--- src/rtl/wb_arb_pkg.sv ---
// Shared types and helpers for the round-robin Wishbone arbiter.
package wb_arb_pkg;

  typedef enum logic [1:0] {
    IDLE = 2'd0,
    BUSY = 2'd1,
    ERR  = 2'd2
  } arb_state_e;

  localparam int MAX_M = 4;

  function automatic logic [MAX_M-1:0] onehot_of(input int unsigned idx);
    return {{(MAX_M-1){1'b0}}, 1'b1} << idx;
  endfunction

  function automatic int unsigned rr_next(input int unsigned idx, input int unsigned n);
    return ((idx + 32'd1) >= n) ? 32'd0 : (idx + 32'd1);
  endfunction

endpackage

--- src/rtl/rr_pick.sv ---
// Combinational round-robin picker: first requester at or after ptr, wrapping to 0.
module rr_pick
  import wb_arb_pkg::*;
#(
  parameter int NUM_M = 2,
  parameter int PTR_W = $clog2(NUM_M)
) (
  input  logic [NUM_M-1:0] req,
  input  logic [PTR_W-1:0] ptr,
  output logic [NUM_M-1:0] gnt,
  output logic [PTR_W-1:0] idx,
  output logic             valid
);

  // Two passes: indices at/after ptr win over the wrapped-around ones.
  always_comb begin
    gnt   = '0;
    idx   = '0;
    valid = 1'b0;
    for (int j = 0; j < NUM_M; j++) begin
      if (!valid && req[j] && (j >= int'(ptr))) begin
        valid = 1'b1;
        idx   = PTR_W'(j);
        gnt   = NUM_M'(onehot_of(j));
      end else begin
        valid = valid;
      end
    end
    for (int j = 0; j < NUM_M; j++) begin
      if (!valid && req[j]) begin
        valid = 1'b1;
        idx   = PTR_W'(j);
        gnt   = NUM_M'(onehot_of(j));
      end else begin
        valid = valid;
      end
    end
  end

endmodule

--- src/rtl/wb_rr_arbiter.sv ---
// Round-robin Wishbone arbiter: NUM_M masters share one slave port, grant held for a whole
// cyc, with a stall watchdog that terminates cycles the slave never acknowledges.
module wb_rr_arbiter
  import wb_arb_pkg::*;
#(
  parameter int NUM_M  = 2,
  parameter int ADDR_W = 32,
  parameter int DATA_W = 32,
  parameter int SEL_W  = 4,
  parameter int TMO    = 255
) (
  input  logic                      clk,
  input  logic                      reset,
  input  logic [NUM_M-1:0]          m_cyc,
  input  logic [NUM_M-1:0]          m_stb,
  input  logic [NUM_M-1:0]          m_we,
  input  logic [NUM_M*ADDR_W-1:0]   m_adr,
  input  logic [NUM_M*DATA_W-1:0]   m_dat_w,
  input  logic [NUM_M*SEL_W-1:0]    m_sel,
  output logic [NUM_M-1:0]          m_ack,
  output logic [NUM_M-1:0]          m_err,
  output logic [DATA_W-1:0]         m_dat_r,
  output logic [NUM_M-1:0]          m_gnt,
  output logic                      s_cyc,
  output logic                      s_stb,
  output logic                      s_we,
  output logic [ADDR_W-1:0]         s_adr,
  output logic [DATA_W-1:0]         s_dat_w,
  output logic [SEL_W-1:0]          s_sel,
  input  logic                      s_ack,
  input  logic [DATA_W-1:0]         s_dat_r
);

  localparam int PTR_W = $clog2(NUM_M);
  localparam int CNT_W = $clog2(TMO + 1);

  arb_state_e       state_r, state_s;
  logic [PTR_W-1:0] ptr_r, own_r;
  logic [CNT_W-1:0] cnt_r;
  logic [NUM_M-1:0] gnt_r, err_r;
  logic [NUM_M-1:0] pick_gnt_s;
  logic [PTR_W-1:0] pick_idx_s;
  logic             pick_valid_s;
  logic             stall_s;

  logic [ADDR_W-1:0] adr_a [NUM_M];
  logic [DATA_W-1:0] dat_a [NUM_M];
  logic [SEL_W-1:0]  sel_a [NUM_M];

  for (genvar g = 0; g < NUM_M; g++) begin : g_unpack
    assign adr_a[g] = m_adr[g*ADDR_W +: ADDR_W];
    assign dat_a[g] = m_dat_w[g*DATA_W +: DATA_W];
    assign sel_a[g] = m_sel[g*SEL_W +: SEL_W];
  end

  rr_pick #(.NUM_M(NUM_M), .PTR_W(PTR_W)) u_pick (
    .req   (m_cyc),
    .ptr   (ptr_r),
    .gnt   (pick_gnt_s),
    .idx   (pick_idx_s),
    .valid (pick_valid_s)
  );

  assign m_gnt   = gnt_r;
  assign m_err   = err_r;
  assign m_dat_r = s_dat_r;

  // Owner mux to the slave and next-state decode; slave port is quiet outside BUSY.
  always_comb begin
    state_s = state_r;
    s_cyc   = 1'b0;
    s_stb   = 1'b0;
    s_we    = 1'b0;
    s_adr   = '0;
    s_dat_w = '0;
    s_sel   = '0;
    m_ack   = '0;
    stall_s = 1'b0;
    case (state_r)
      IDLE: begin
        if (pick_valid_s) state_s = BUSY;
        else              state_s = IDLE;
      end
      BUSY: begin
        s_cyc   = m_cyc[own_r];
        s_stb   = m_stb[own_r];
        s_we    = m_we[own_r];
        s_adr   = adr_a[own_r];
        s_dat_w = dat_a[own_r];
        s_sel   = sel_a[own_r];
        m_ack   = gnt_r & {NUM_M{s_ack}};
        stall_s = m_stb[own_r] & ~s_ack;
        // A cycle the owner abandons ends cleanly even if it was about to time out.
        if (!m_cyc[own_r])                            state_s = IDLE;
        else if (stall_s && (cnt_r == CNT_W'(TMO - 1))) state_s = ERR;
        else                                          state_s = BUSY;
      end
      ERR: begin
        if (!m_cyc[own_r]) state_s = IDLE;
        else               state_s = ERR;
      end
      default: state_s = IDLE;
    endcase
  end

  // State, grant, round-robin pointer, watchdog counter and error pulse.
  always_ff @(posedge clk) begin
    if (reset) begin
      state_r <= IDLE;
      ptr_r   <= '0;
      own_r   <= '0;
      cnt_r   <= '0;
      gnt_r   <= '0;
      err_r   <= '0;
    end else begin
      state_r <= state_s;
      err_r   <= '0;
      if ((state_r == BUSY) && (state_s == BUSY) && stall_s) cnt_r <= cnt_r + CNT_W'(1'b1);
      else                                                   cnt_r <= '0;
      case (state_r)
        IDLE: begin
          if (pick_valid_s) begin
            own_r <= pick_idx_s;
            gnt_r <= pick_gnt_s;
          end
        end
        BUSY, ERR: begin
          if (state_s == IDLE) begin
            gnt_r <= '0;
            ptr_r <= PTR_W'(rr_next(32'(own_r), 32'(NUM_M)));
          end else if ((state_r == BUSY) && (state_s == ERR)) begin
            err_r <= gnt_r;
          end
        end
        default: gnt_r <= '0;
      endcase
    end
  end

endmodule

--- config.mk ---
export PLATFORM = sky130hd
export DESIGN_NAME = wb_rr_arbiter
export DESIGN_NICKNAME = d
export VERILOG_FILES = /design/src/rtl/wb_arb_pkg.sv /design/src/rtl/rr_pick.sv /design/src/rtl/wb_rr_arbiter.sv
export SDC_FILE = /design/constraint.sdc
export NUM_CORES = 1
export LEC_CHECK = 0
export BUFFER_PORTS_ARGS = -buffer_cell sky130_fd_sc_hd__clkbuf_2
export CORE_AREA = 2 2 110 112
export CTS_CLUSTER_SIZE = 10
export DETAILED_ROUTE_END_ITERATION = 10
export DIE_AREA = 0 0 112 114
export SYNTH_ARGS = -nofsm -noshare
export SYNTH_HDL_FRONTEND = slang
export SYNTH_SLANG_ARGS = --single-unit
--- constraint.sdc ---
create_clock -name clk -period 2 [get_ports clk]
set_input_delay 0.3 -clock clk [delete_from_list [all_inputs] [get_ports clk]]
set_output_delay 0.3 -clock clk [all_outputs]
set_load 0.005 [all_outputs]
-- After elaboration in Yosys (flattened, before gate mapping)
Cells that the tools add are included.
- flip-flop bits (word level): 16
- bits of input ports: 177
- add/sub/neg operators: 2
- order comparisons: 4
- eq/ne operators: 7
- multiplexer cells: 43
- bitwise gates (word level): 7
- reductions and logical operators: 19
- operators by type and width (cell ; number):
    two-way mux 32 bit ; 8
    two-way mux 1 bit ; 20
    two-way mux 2 bit ; 9
    two-way mux 4 bit ; 4
    adder 8 x 1 -> 8 bit (second input constant) ; 1
    == test 8 bit (second input constant) ; 1
    logical AND 1 bit ; 8
    case mux 2 bit (3 select lines) ; 1
    AND reduction 2 bit ; 3
    == test 2 x 1 -> 1 bit (second input constant) ; 2
    == test 2 bit (second input constant) ; 2
    >= comparator 2 bit (second input constant) ; 2
    logical NOT 2 bit ; 2
    inequality test 2 bit (second input constant) ; 2
    NOT 1 bit ; 4
    case mux 2 bit (2 select lines) ; 1
    OR reduction 2 bit ; 2
    OR reduction 4 bit ; 1
    logical NOT 1 bit ; 3
    adder 1 x 1 -> 2 bit (second input constant) ; 1
    AND 2 bit ; 1
    < comparator 1 x 2 -> 1 bit (second input constant) ; 1
    NOT 1 -> 2 bit ; 1
    AND 1 bit ; 1
    >= comparator 1 bit (first input constant) ; 1

-- Longest topological paths before layout
Gate-level depths: netlist of run 1.
- word-level depth: 19
- depth in mapped cells: 6

-- Hierarchy
From an unflattened synthesis of run 1, not the netlist that was laid out.
- cell total of the unflattened synthesis: 285
- area, all modules: 2139.6 um2
- by module, submodules not included (module ; instances ; cells each ; area each (um2) ; seq. area each (um2)):
    wb_rr_arbiter ; 1 ; 280 ; 2107.0 ; 320.3
    rr_pick ; 1 ; 5 ; 32.5 ; 0.0

-- Worst setup path after synthesis of run 1
No wires, ideal clock.
- path type: reg2out
- from: register state_r[1]
- to: output port m_ack[0]
- data arrival time: 1.253 ns
- data required time: 1.700 ns
- setup slack: 0.447 ns
- stages on the path, launching flop included: 6
- buffers on the path: 2
- cells stage by stage: dfxtp_1 -> inv_1 -> ha_1 -> clkbuf_1 -> clkbuf_1 -> and3_1
- longest elaborated chain between the ends: 2
- ends and longest elaborated chain (what ; RTL line ; source):
    start, declared ; wb_rr_arbiter.sv:37 ; arb_state_e state_r, state_s;
    start signal, assigned ; wb_rr_arbiter.sv:116 ; state_r <= state_s;
    == test 2 x 1 -> 1 bit ; wb_rr_arbiter.sv:79 ; case (state_r)
    two-way mux 2 bit ; wb_rr_arbiter.sv:79 ;
    end, declared ; wb_rr_arbiter.sv:20 ; output logic [NUM_M-1:0] m_ack,
No other way between the ends.

-- Worst setup path after layout of run 1
- from: register state_r[1]
- to: output port s_dat_w[6]
- longest elaborated chain between the ends: 2
- ends and longest elaborated chain (what ; RTL line ; source):
    == test 2 x 1 -> 1 bit ; wb_rr_arbiter.sv:79 ;
    two-way mux 32 bit ; wb_rr_arbiter.sv:79 ;
    end, declared ; wb_rr_arbiter.sv:28 ; output logic [DATA_W-1:0] s_dat_w,
No other way between the ends.

==> results of run 1 <==
[kinds of logic (layout without fill, tap and decap cells)]
group / after synthesis / in the layout / share of synthesized area, %
adders and majority gates: 6 / 6 / 3.24
buffers and inverters: 53 / 233 / 14.8
muxes: 72 / 72 / 31.4
DFF: 16 / 16 / 13.8
and+or+nand+nor: 110 / 110 / 29.2
AOI/OAI and AO/OA: 16 / 16 / 5.24
xor gates and xnor gates: 6 / 6 / 2.27
[repair_timing]
item                       4_1_cts  5_1_grt
resized for setup                0        1
hold buffers                     0        0
setup endpoints to repair        0        1
[state kept, by name (all words and copies together) (netlist names)]
register	count
own_r	1
cnt_r	8
m_err	2
ptr_r	1
m_gnt	2
state_r	2
[layer usage]
metal / GRT usage [%] / share of wire [%]
met1: 11.7 / 40
met2: 17.6 / 49
met3: 2.23 / 9.6
met4: 2.52 / 1.9
met5: 0 / 0
[power breakdown]
part / switching [mW] / internal, mW
Combinational: 0.269 / 0.343
Sequential: 0.0118 / 0.327
Clock: 0.135 / 0.304
[final cells by class]
| cell class | count | area, um^2 |
|---|---|---|
| Fill cell | 1257 | 8280 |
| Multi-Input combinational cell | 210 | 1660 |
| Inverter | 4 | 15.0 |
| Timing Repair Buffer | 225 | 1160 |
| Sequential cell | 16 | 324 |
| Clock buffer | 4 | 88.8 |
| Tap cell | 147 | 184 |
[worst max-delay path by stage]
stage	endpoint	slack, ns	startpoint	depth (start not counted)
final	s_dat_w[6]	0.20	state_r[1]$_SDFF_PP0_	5
after global routing	s_adr[9]	0.08	state_r[1]$_SDFF_PP0_	5
after CTS	s_stb	0.14	state_r[1]$_SDFF_PP0_	5
after detailed placement	cnt_r[2]$_SDFF_PP0_	0.35	state_r[1]$_SDFF_PP0_	6
after global placement	cnt_r[5]$_SDFF_PP0_	0.42	state_r[1]$_SDFF_PP0_	6
after floorplan	m_ack[0]	0.45	state_r[1]$_SDFF_PP0_	5
[per-stage QoR]
step	cells	hold WS, ns	cell area [um^2]
after global routing	606	0.349	3430
after detailed placement	602	0.534	3340
final	606	0.337	3430
after floorplan	279	0.477	2320
after CTS	606	0.335	3430
after global placement	602	0.531	3340
[synthesized netlist by cell type, types with 3 or more instances]
cell type,instances
a21oi_1,5
and2_1,3
and3_1,4
buf_4,38
clkbuf_1,9
dfxtp_1,16
ha_1,6
inv_1,4
mux2i_1,70
nand2_1,3
nand3_1,4
nor2_1,6
nor2b_1,72
nor3_1,7
xor2_1,5
==> metrics.csv, run 1 <==
stage,metric,value,unit
yosys,Synth top area share,30.2,%
timing,Final period util,89.8,%
timing,"Slew Viols, Final",0,
clocking,"Reg clk slew, reported paths",0.05,ns
routing,Wirelength per Cell,11.6,um
pwr,Leakage Power,1.70,nW
finish,share of cells above drive strength 1,52.1,%
setup_path,r2r setup slk,0.43,ns
timing,slew at the pin with the worst max-slew slack,0.308,ns
floorplan,Core Footprint,11700,um^2
yosys,largest cells by area after synthesis,"mux2i_1 30%, nor2b_1 19%, dfxtp_1 14%",
finish,"commonest cells after routing, fill and taps aside","221 x clkbuf_2, 72 x nor2b_1, 70 x mux2i_1",
global_routing,GRT Util Overall,9.74,%
floorplan,Initial Utilization,19.8,%
floorplan,Die Ht,114,um
finish,post-layout util,29.3,%
placed_design,gpl congestion,0.678,
routing,DRC,0,
placed_design,IO Port Bufs,221,
yosys,post-synthesis area per instance,8.31,um^2
setup_path,worst reg2reg endpoint,ptr_r$_SDFFE_PP0P_,
yosys,warnings from Yosys,0,
clocking,clk buf depth,2,
floorplan,die area,12800,um^2
timing,Tmin final,1.80,ns
yosys,Synth cell types,36,
flow_run,MaxCap Viol Count,0,
finish,"most common cell after layout, fill and taps aside",clkbuf_2,
setup_path,critical-path cell list,inv_1 -> ha_2 -> buf_4 -> nor2b_1 -> clkbuf_2,
pwr,Pwr Total,1.39,mW
clocking,# Post-CTS Setup Buffers,0,
yosys,Syn Inst Count,279,
timing,final hold violation count,0,
floorplan,Row Count,40,
finish,# diodes,0,
yosys,Main synth FF type,dfxtp_1,
timing,RSZ-0062 raised after global routing,no,
setup_path,family with the most delay on the worst path,buffers and inverters,
yosys,Synth area leader,mux2i_1,
clocking,clk sink count,16,
min_path,hold path start,reset,
min_path,Worst Hold Path EP,own_r$_SDFFE_PP0N_,
pwr,Max VDD drop,0.269,mV
global_routing,grt total ovfl,0,
setup_path,crit end category,output port,
placed_design,hpwl dp,5.93,mm
clocking,Max H-tree Level,1,
floorplan,Top Ports,286,
routing,DRT antenna net count,0,
global_routing,first-pass GRT wire length,10.4,mm
pwr,PwrDens,405,nW/um^2
timing,"Setup violations, final",0,
status,status,completed,
setup_path,WP data required,1.70,ns
yosys,Mapped Area,2320,um^2
setup_path,critical path launch point type,flop,
min_path,Hold Path Depth,2,
timing,setup TNS,0,ns
yosys,synthesized net count,462,
finish,fin nets,643,
min_path,Min-Delay Path Class,in2reg,
clocking,Clock Latency Late Sink,0.25,ns
yosys,asr flop ratio synth,0,%
setup_path,Setup CP Type,reg2out,
timing,setup slack after layout,0.205,ns
yosys,#FFs+latches synth,16,
global_routing,vias in the first global route,2246,
yosys,"EDFF count, synth",0,
setup_path,CP max stage delay,0.32,ns
setup_path,R2R Path Start,state_r[0]$_SDFF_PP0_,
finish,Area Overhead vs Synth,48.1,%
setup_path,"Arr. time, crit path",1.50,ns
setup_path,"critical path fanouts, max",36,
setup_path,CP bufs+invs,3,
placed_design,pre-CTS setup slack,0.353,ns
timing,Relative slew margins,79.4,%
routing,overall routed net length,7.02,mm
setup_path,Worst R2R Path Depth,6,
timing,Max Clk Rate,0.557,GHz
clocking,number of CTS-inserted buffers,3,
yosys,post-synthesis sequential area ratio,13.8,%
global_routing,initial antenna violation count,0,
routing,detailed-route vias per instance,4.20,
floorplan,die width,112,um
routing,drt pass-1 iters,4,
clocking,CTS tree,built,
timing,skew final,0.00150,ns
global_routing,pin count of the biggest net entering global routing,41,
routing,DRT iter0 DRCs,50,
routing,vias,2545,
setup_path,"Slowest-stage cell, CP",dfxtp_1,
clocking,CTS Root Cell,clkbuf_16,
Power figures use the tool's default switching activity.
==> inputs of run 2 (changes only) <==
- CORE_AREA: 2 2 110 112 -> 2 2 112 114
- DIE_AREA: 0 0 112 114 -> 0 0 114 116
- GPL_TIMING_DRIVEN: not set -> 0
- clock period: 2 -> 1.59 ns (I/O delays scaled with it)
==> metrics.csv, run 2 (synthesis results as in run 1) <==
stage,metric,value,unit
setup_path,critical path launch point type,flop,
setup_path,Setup CP Type,reg2out,
setup_path,critical-path cell list,buf_12 -> buf_12 -> mux2i_1 -> nor2b_4 -> clkbuf_2,
timing,Tmin final,1.68,ns
timing,"Slew Viols, Final",0,
timing,skew final,0.00510,ns
timing,setup slack after layout,-0.0856,ns
finish,"commonest cells after routing, fill and taps aside","241 x clkbuf_2, 38 x buf_4, 36 x mux2i_1",
finish,post-layout util,42.2,%
routing,DRC,0,
routing,DRT antenna net count,0,
setup_path,CP bufs+invs,3,
finish,Area Overhead vs Synth,117,%
clocking,Clock Latency Late Sink,0.25,ns
setup_path,"Slowest-stage cell, CP",dfxtp_4,
global_routing,vias in the first global route,2662,
routing,overall routed net length,9.79,mm
timing,"Setup violations, final",66,
finish,Reg with most FFs,cnt_r,
finish,fin nets,737,
routing,vias,3036,
clocking,hold_buf cts,0,
timing,RSZ-0062 raised after global routing,yes,
setup_path,"Arr. time, crit path",1.44,ns
routing,detailed-route vias per instance,4.34,
finish,max FFs per register,8,
status,status,"finished, violations left",
setup_path,crit end category,output port,
clocking,clk buf depth,2,
floorplan,Row Count,40,
floorplan,Core Footprint,11900,um^2
placed_design,gpl congestion,0.754,
global_routing,first-pass GRT wire length,12.0,mm
placed_design,pre-CTS setup slack,-0.652,ns
clocking,number of CTS-inserted buffers,3,
timing,final hold violation count,0,
min_path,Min-Delay Path Class,in2reg,
floorplan,Top Ports,286,
clocking,clk sink count,16,
finish,share of cells above drive strength 1,77.4,%
finish,# diodes,0,
pwr,Leakage Power,2.41,nW
placed_design,IO Port Bufs,252,
clocking,CTS tree,built,
clocking,Max H-tree Level,1,
routing,DRT iter0 DRCs,68,
setup_path,CP max stage delay,0.39,ns
global_routing,pin count of the biggest net entering global routing,11,
floorplan,die width,114,um
floorplan,Die Ht,116,um
routing,Wirelength per Cell,14.0,um
global_routing,GRT Util Overall,11.0,%
clocking,"Reg clk slew, reported paths",0.05,ns
setup_path,family with the most delay on the worst path,buffers and inverters,
setup_path,"critical path fanouts, max",10,
timing,Relative slew margins,71.3,%
setup_path,WP data required,1.35,ns
placed_design,hpwl dp,6.98,mm
clocking,CTS Root Cell,clkbuf_16,
pwr,Max VDD drop,0.314,mV
setup_path,CP most frequent cell,buf_12,
timing,Max Clk Rate,0.597,GHz
floorplan,die area,13200,um^2
global_routing,grt total ovfl,0,
routing,drt pass-1 iters,4,
floorplan,Initial Utilization,19.5,%
global_routing,initial antenna violation count,0,
pwr,PwrDens,477,nW/um^2
timing,slew at the pin with the worst max-slew slack,0.431,ns
finish,"most common cell after layout, fill and taps aside",clkbuf_2,
flow_run,MaxCap Viol Count,0,
finish,fillcell total,1121,
timing,Final period util,105,%
status,failing checks,negative setup slack,
[run 2: cell types whose count changed in the layout (fill, tap and decap cells not counted), sizes merged]
cell    change
buf        +64
clkbuf     +30
[run 2: through the flow]
stage / setup TNS (ns) / total power, mW / hold slack, ns / cell area [um^2] / instances
floorplan: 0 / 0.912 / 0.416 / 2320 / 279
global placement: -36.91 / 1.32 / 0.520 / 3760 / 678
detailed placement: -41.85 / 1.33 / 0.527 / 3760 / 678
CTS: -3.62 / 2.08 / 0.360 / 4330 / 690
global route: -7.22 / 2.53 / 0.401 / 5030 / 700
finish: -2.37 / 2.40 / 0.370 / 5030 / 700
[run 2: report_power, final]
part           internal (mW)  switching [mW]  total, mW
clock network          0.382           0.157      0.539
registers              0.413          0.0147      0.427
logic                  0.865           0.565       1.43
total                   1.66           0.736       2.40
[run 2: final timing paths]
| kind | cells past startpoint | endpoint | startpoint | slack (ns) |
|---|---|---|---|---|
| max | 5 | s_dat_w[31] | own_r$_SDFFE_PP0N_ | -0.09 |
| max reg2reg | 6 | ptr_r$_SDFFE_PP0P_ | state_r[0]$_SDFF_PP0_ | -0.07 |
| min reg2reg | 1 | m_err[1]$_SDFF_PP0_ | m_gnt[1]$_SDFFE_PP0P_ | 0.54 |
| min | 4 | state_r[1]$_SDFF_PP0_ | s_ack | 0.37 |
[run 2: timing repair]
action	CTS	global route
setup endpoints to repair	82	80
resized for setup	94	112
cloned	3	9
pin swaps	1	3
setup buffers	5	1
[run 2: routing by layer]
layer  vias to the layer above  part of all wire [%]  wire length [um]  global-route usage, %
met5                         -                     0                 0                      0
met4                         0                  0.78                76                   1.38
met1                      1391                    36              3560                   12.1
li1                       1475                     -                 -                      -
met2                       162                    55              5380                   22.4
met3                         8                   7.9               770                   2.09
[run 2: final cells by class]
type	instances	area [um^2]	share of cell area (%)
timing repair buffer	270	1560	31.1
multi-input combinational	210	2320	46.2
buffer	49	529	10.5
clock buffer	4	88.8	1.77
tap	147	184	3.66
sequential	16	327	6.50
inverter	4	15.0	0.299
[run 2: worst min-delay path, delay by kind of cell]
kind | cells | cell delay, ns
AOI/OAI and AO/OA | 1 | 0.06
buffers and inverters | 1 | 0.15
and+or+nand+nor | 2 | 0.13
==> inputs of run 3 (changes only) <==
- SETUP_SLACK_MARGIN: not set -> 0.02
==> metrics.csv, run 3 (synthesis results as in run 1) <==
stage,metric,value,unit
routing,Wirelength per Cell,14.0,um
timing,Max Clk Rate,0.597,GHz
setup_path,family with the most delay on the worst path,buffers and inverters,
placed_design,pre-CTS setup slack,-0.652,ns
finish,# diodes,0,
timing,Final period util,105,%
pwr,PwrDens,476,nW/um^2
timing,"Slew Viols, Final",0,
clocking,CTS Root Cell,clkbuf_16,
timing,slew at the pin with the worst max-slew slack,0.430,ns
setup_path,"Arr. time, crit path",1.44,ns
pwr,Pwr Total,2.40,mW
floorplan,Die Ht,116,um
placed_design,gpl congestion,0.754,
routing,detailed-route vias per instance,4.34,
setup_path,CP most frequent cell,buf_12,
routing,DRC,0,
setup_path,r2r setup slk,-0.07,ns
clocking,clk sink count,16,
setup_path,critical-path cell list,buf_12 -> buf_12 -> mux2i_1 -> nor2b_4 -> clkbuf_2,
global_routing,first-pass GRT wire length,12.0,mm
setup_path,Levels on crit path,5,
timing,Relative slew margins,71.3,%
finish,fin nets,737,
pwr,Max VDD drop,0.314,mV
setup_path,CP bufs+invs,3,
placed_design,area of placed instances,3760,um^2
routing,DRT iter0 DRCs,68,
pwr,Leakage Power,2.41,nW
floorplan,Core Footprint,11900,um^2
clocking,number of CTS-inserted buffers,3,
routing,vias,3036,
timing,final hold violation count,0,
finish,Reg with most FFs,cnt_r,
status,failing checks,negative setup slack,
clocking,CTS tree,built,
floorplan,die area,13200,um^2
placed_design,hpwl dp,6.98,mm
timing,setup slack after layout,-0.0845,ns
floorplan,Initial Utilization,19.5,%
clocking,Max H-tree Level,1,
min_path,Min-Delay Path Class,in2reg,
global_routing,pin count of the biggest net entering global routing,11,
setup_path,Setup CP Type,reg2out,
setup_path,worst setup path endpoint,s_dat_w[31],
timing,"Setup violations, final",65,
timing,Min Hold Slack,0.380,ns
clocking,clk buf depth,2,
timing,skew final,0.00380,ns
floorplan,Row Count,40,
finish,"commonest cells after routing, fill and taps aside","241 x clkbuf_2, 38 x buf_4, 36 x mux2i_1",
global_routing,initial antenna violation count,0,
timing,Tmin final,1.67,ns
setup_path,CP max stage delay,0.39,ns
finish,Area Overhead vs Synth,117,%
setup_path,Worst R2R Path Depth,6,
placed_design,Cells after DPL,678,
setup_path,WP data required,1.35,ns
clocking,hold_buf cts,0,
setup_path,"Slowest-stage cell, CP",dfxtp_4,
placed_design,IO Port Bufs,252,
routing,overall routed net length,9.77,mm
global_routing,GRT Util Overall,11.0,%
global_routing,vias in the first global route,2662,
flow_run,MaxCap Viol Count,0,
finish,Finished Cell Area,5040,um^2
setup_path,critical path launch point type,flop,
routing,DRT antenna net count,0,
floorplan,die width,114,um
finish,"most common cell after layout, fill and taps aside",clkbuf_2,
clocking,Clock Latency Late Sink,0.25,ns
finish,share of cells above drive strength 1,77.8,%
setup_path,"critical path fanouts, max",10,
setup_path,crit end category,output port,
setup_path,critical path startpoint,own_r$_SDFFE_PP0N_,
setup_path,worst reg2reg endpoint,ptr_r$_SDFFE_PP0P_,
setup_path,R2R Path Start,state_r[0]$_SDFF_PP0_,
floorplan,Top Ports,286,
finish,max FFs per register,8,
status,status,"finished, violations left",
global_routing,grt total ovfl,0,
finish,fin cells,700,
routing,drt pass-1 iters,4,
timing,RSZ-0062 raised after global routing,yes,
clocking,"Reg clk slew, reported paths",0.05,ns
min_path,Hold Path Depth,2,
[run 3: cell count changes in the layout (fill, tap and decap cells not counted)]
cell / previous run / this run
and3_1: 3 / 2
nor3_2: 1 / 2
and3_4: 1 / 2
nor3_1: 7 / 6
[run 3: routing by layer]
metal	share of wire [%]	GRT usage (%)
met5	0	0
met2	55	22.4
met4	0.80	1.38
met3	8.0	2.09
met1	36	12.1
[run 3: final cells by class]
cell class	instances	area (um^2)
Multi-Input combinational cell	210	2330
Fill cell	1117	6870
Tap cell	147	184
Inverter	4	15.0
Sequential cell	16	327
Clock buffer	4	88.8
Buffer	49	529
Timing Repair Buffer	270	1560
[run 3: through the flow]
| stage | setup TNS [ns] | util [%] |
|---|---|---|
| global route | -7.14 | 42.3 |
| global placement | -36.91 | 31.6 |
| CTS | -3.62 | 36.4 |
| detailed placement | -41.85 | 31.6 |
| floorplan | 0 | - |
| finish | -2.32 | 42.3 |
[run 3: timing repair]
item / in CTS / in global routing
gates cloned: 3 / 9
resized for setup: 94 / 114
setup buffers: 5 / 1
pin swaps: 1 / 4
endpoints found under the setup margin: 82 / 81
[run 3: worst register-to-register path: stages, from the launching register on]
cell and delay (ns):
dfxtp_2 0.34, inv_1 0.14, ha_2 0.25, nor2_2 0.05, o311a_1 0.29, o21ai_2 0.16, mux2_4 0.31
[run 3: worst min path at each step]
| stage | slack, ns | start | end |
|---|---|---|---|
| 2_1_floorplan | 0.42 | s_ack | state_r[1]$_SDFF_PP0_ |
| 3_3_place_gp | 0.52 | m_gnt[0]$_SDFFE_PP0P_ | m_err[0]$_SDFF_PP0_ |
| 3_5_place_dp | 0.53 | m_gnt[1]$_SDFFE_PP0P_ | m_err[1]$_SDFF_PP0_ |
| 4_1_cts | 0.36 | reset | own_r$_SDFFE_PP0N_ |
| 5_1_grt | 0.41 | s_ack | state_r[1]$_SDFF_PP0_ |
| 6_report | 0.38 | reset | own_r$_SDFFE_PP0N_ |
[run 3: power by group]
part	switching [mW]	internal, mW
clock	0.157	0.382
sequential	0.0146	0.413
combinational	0.565	0.865
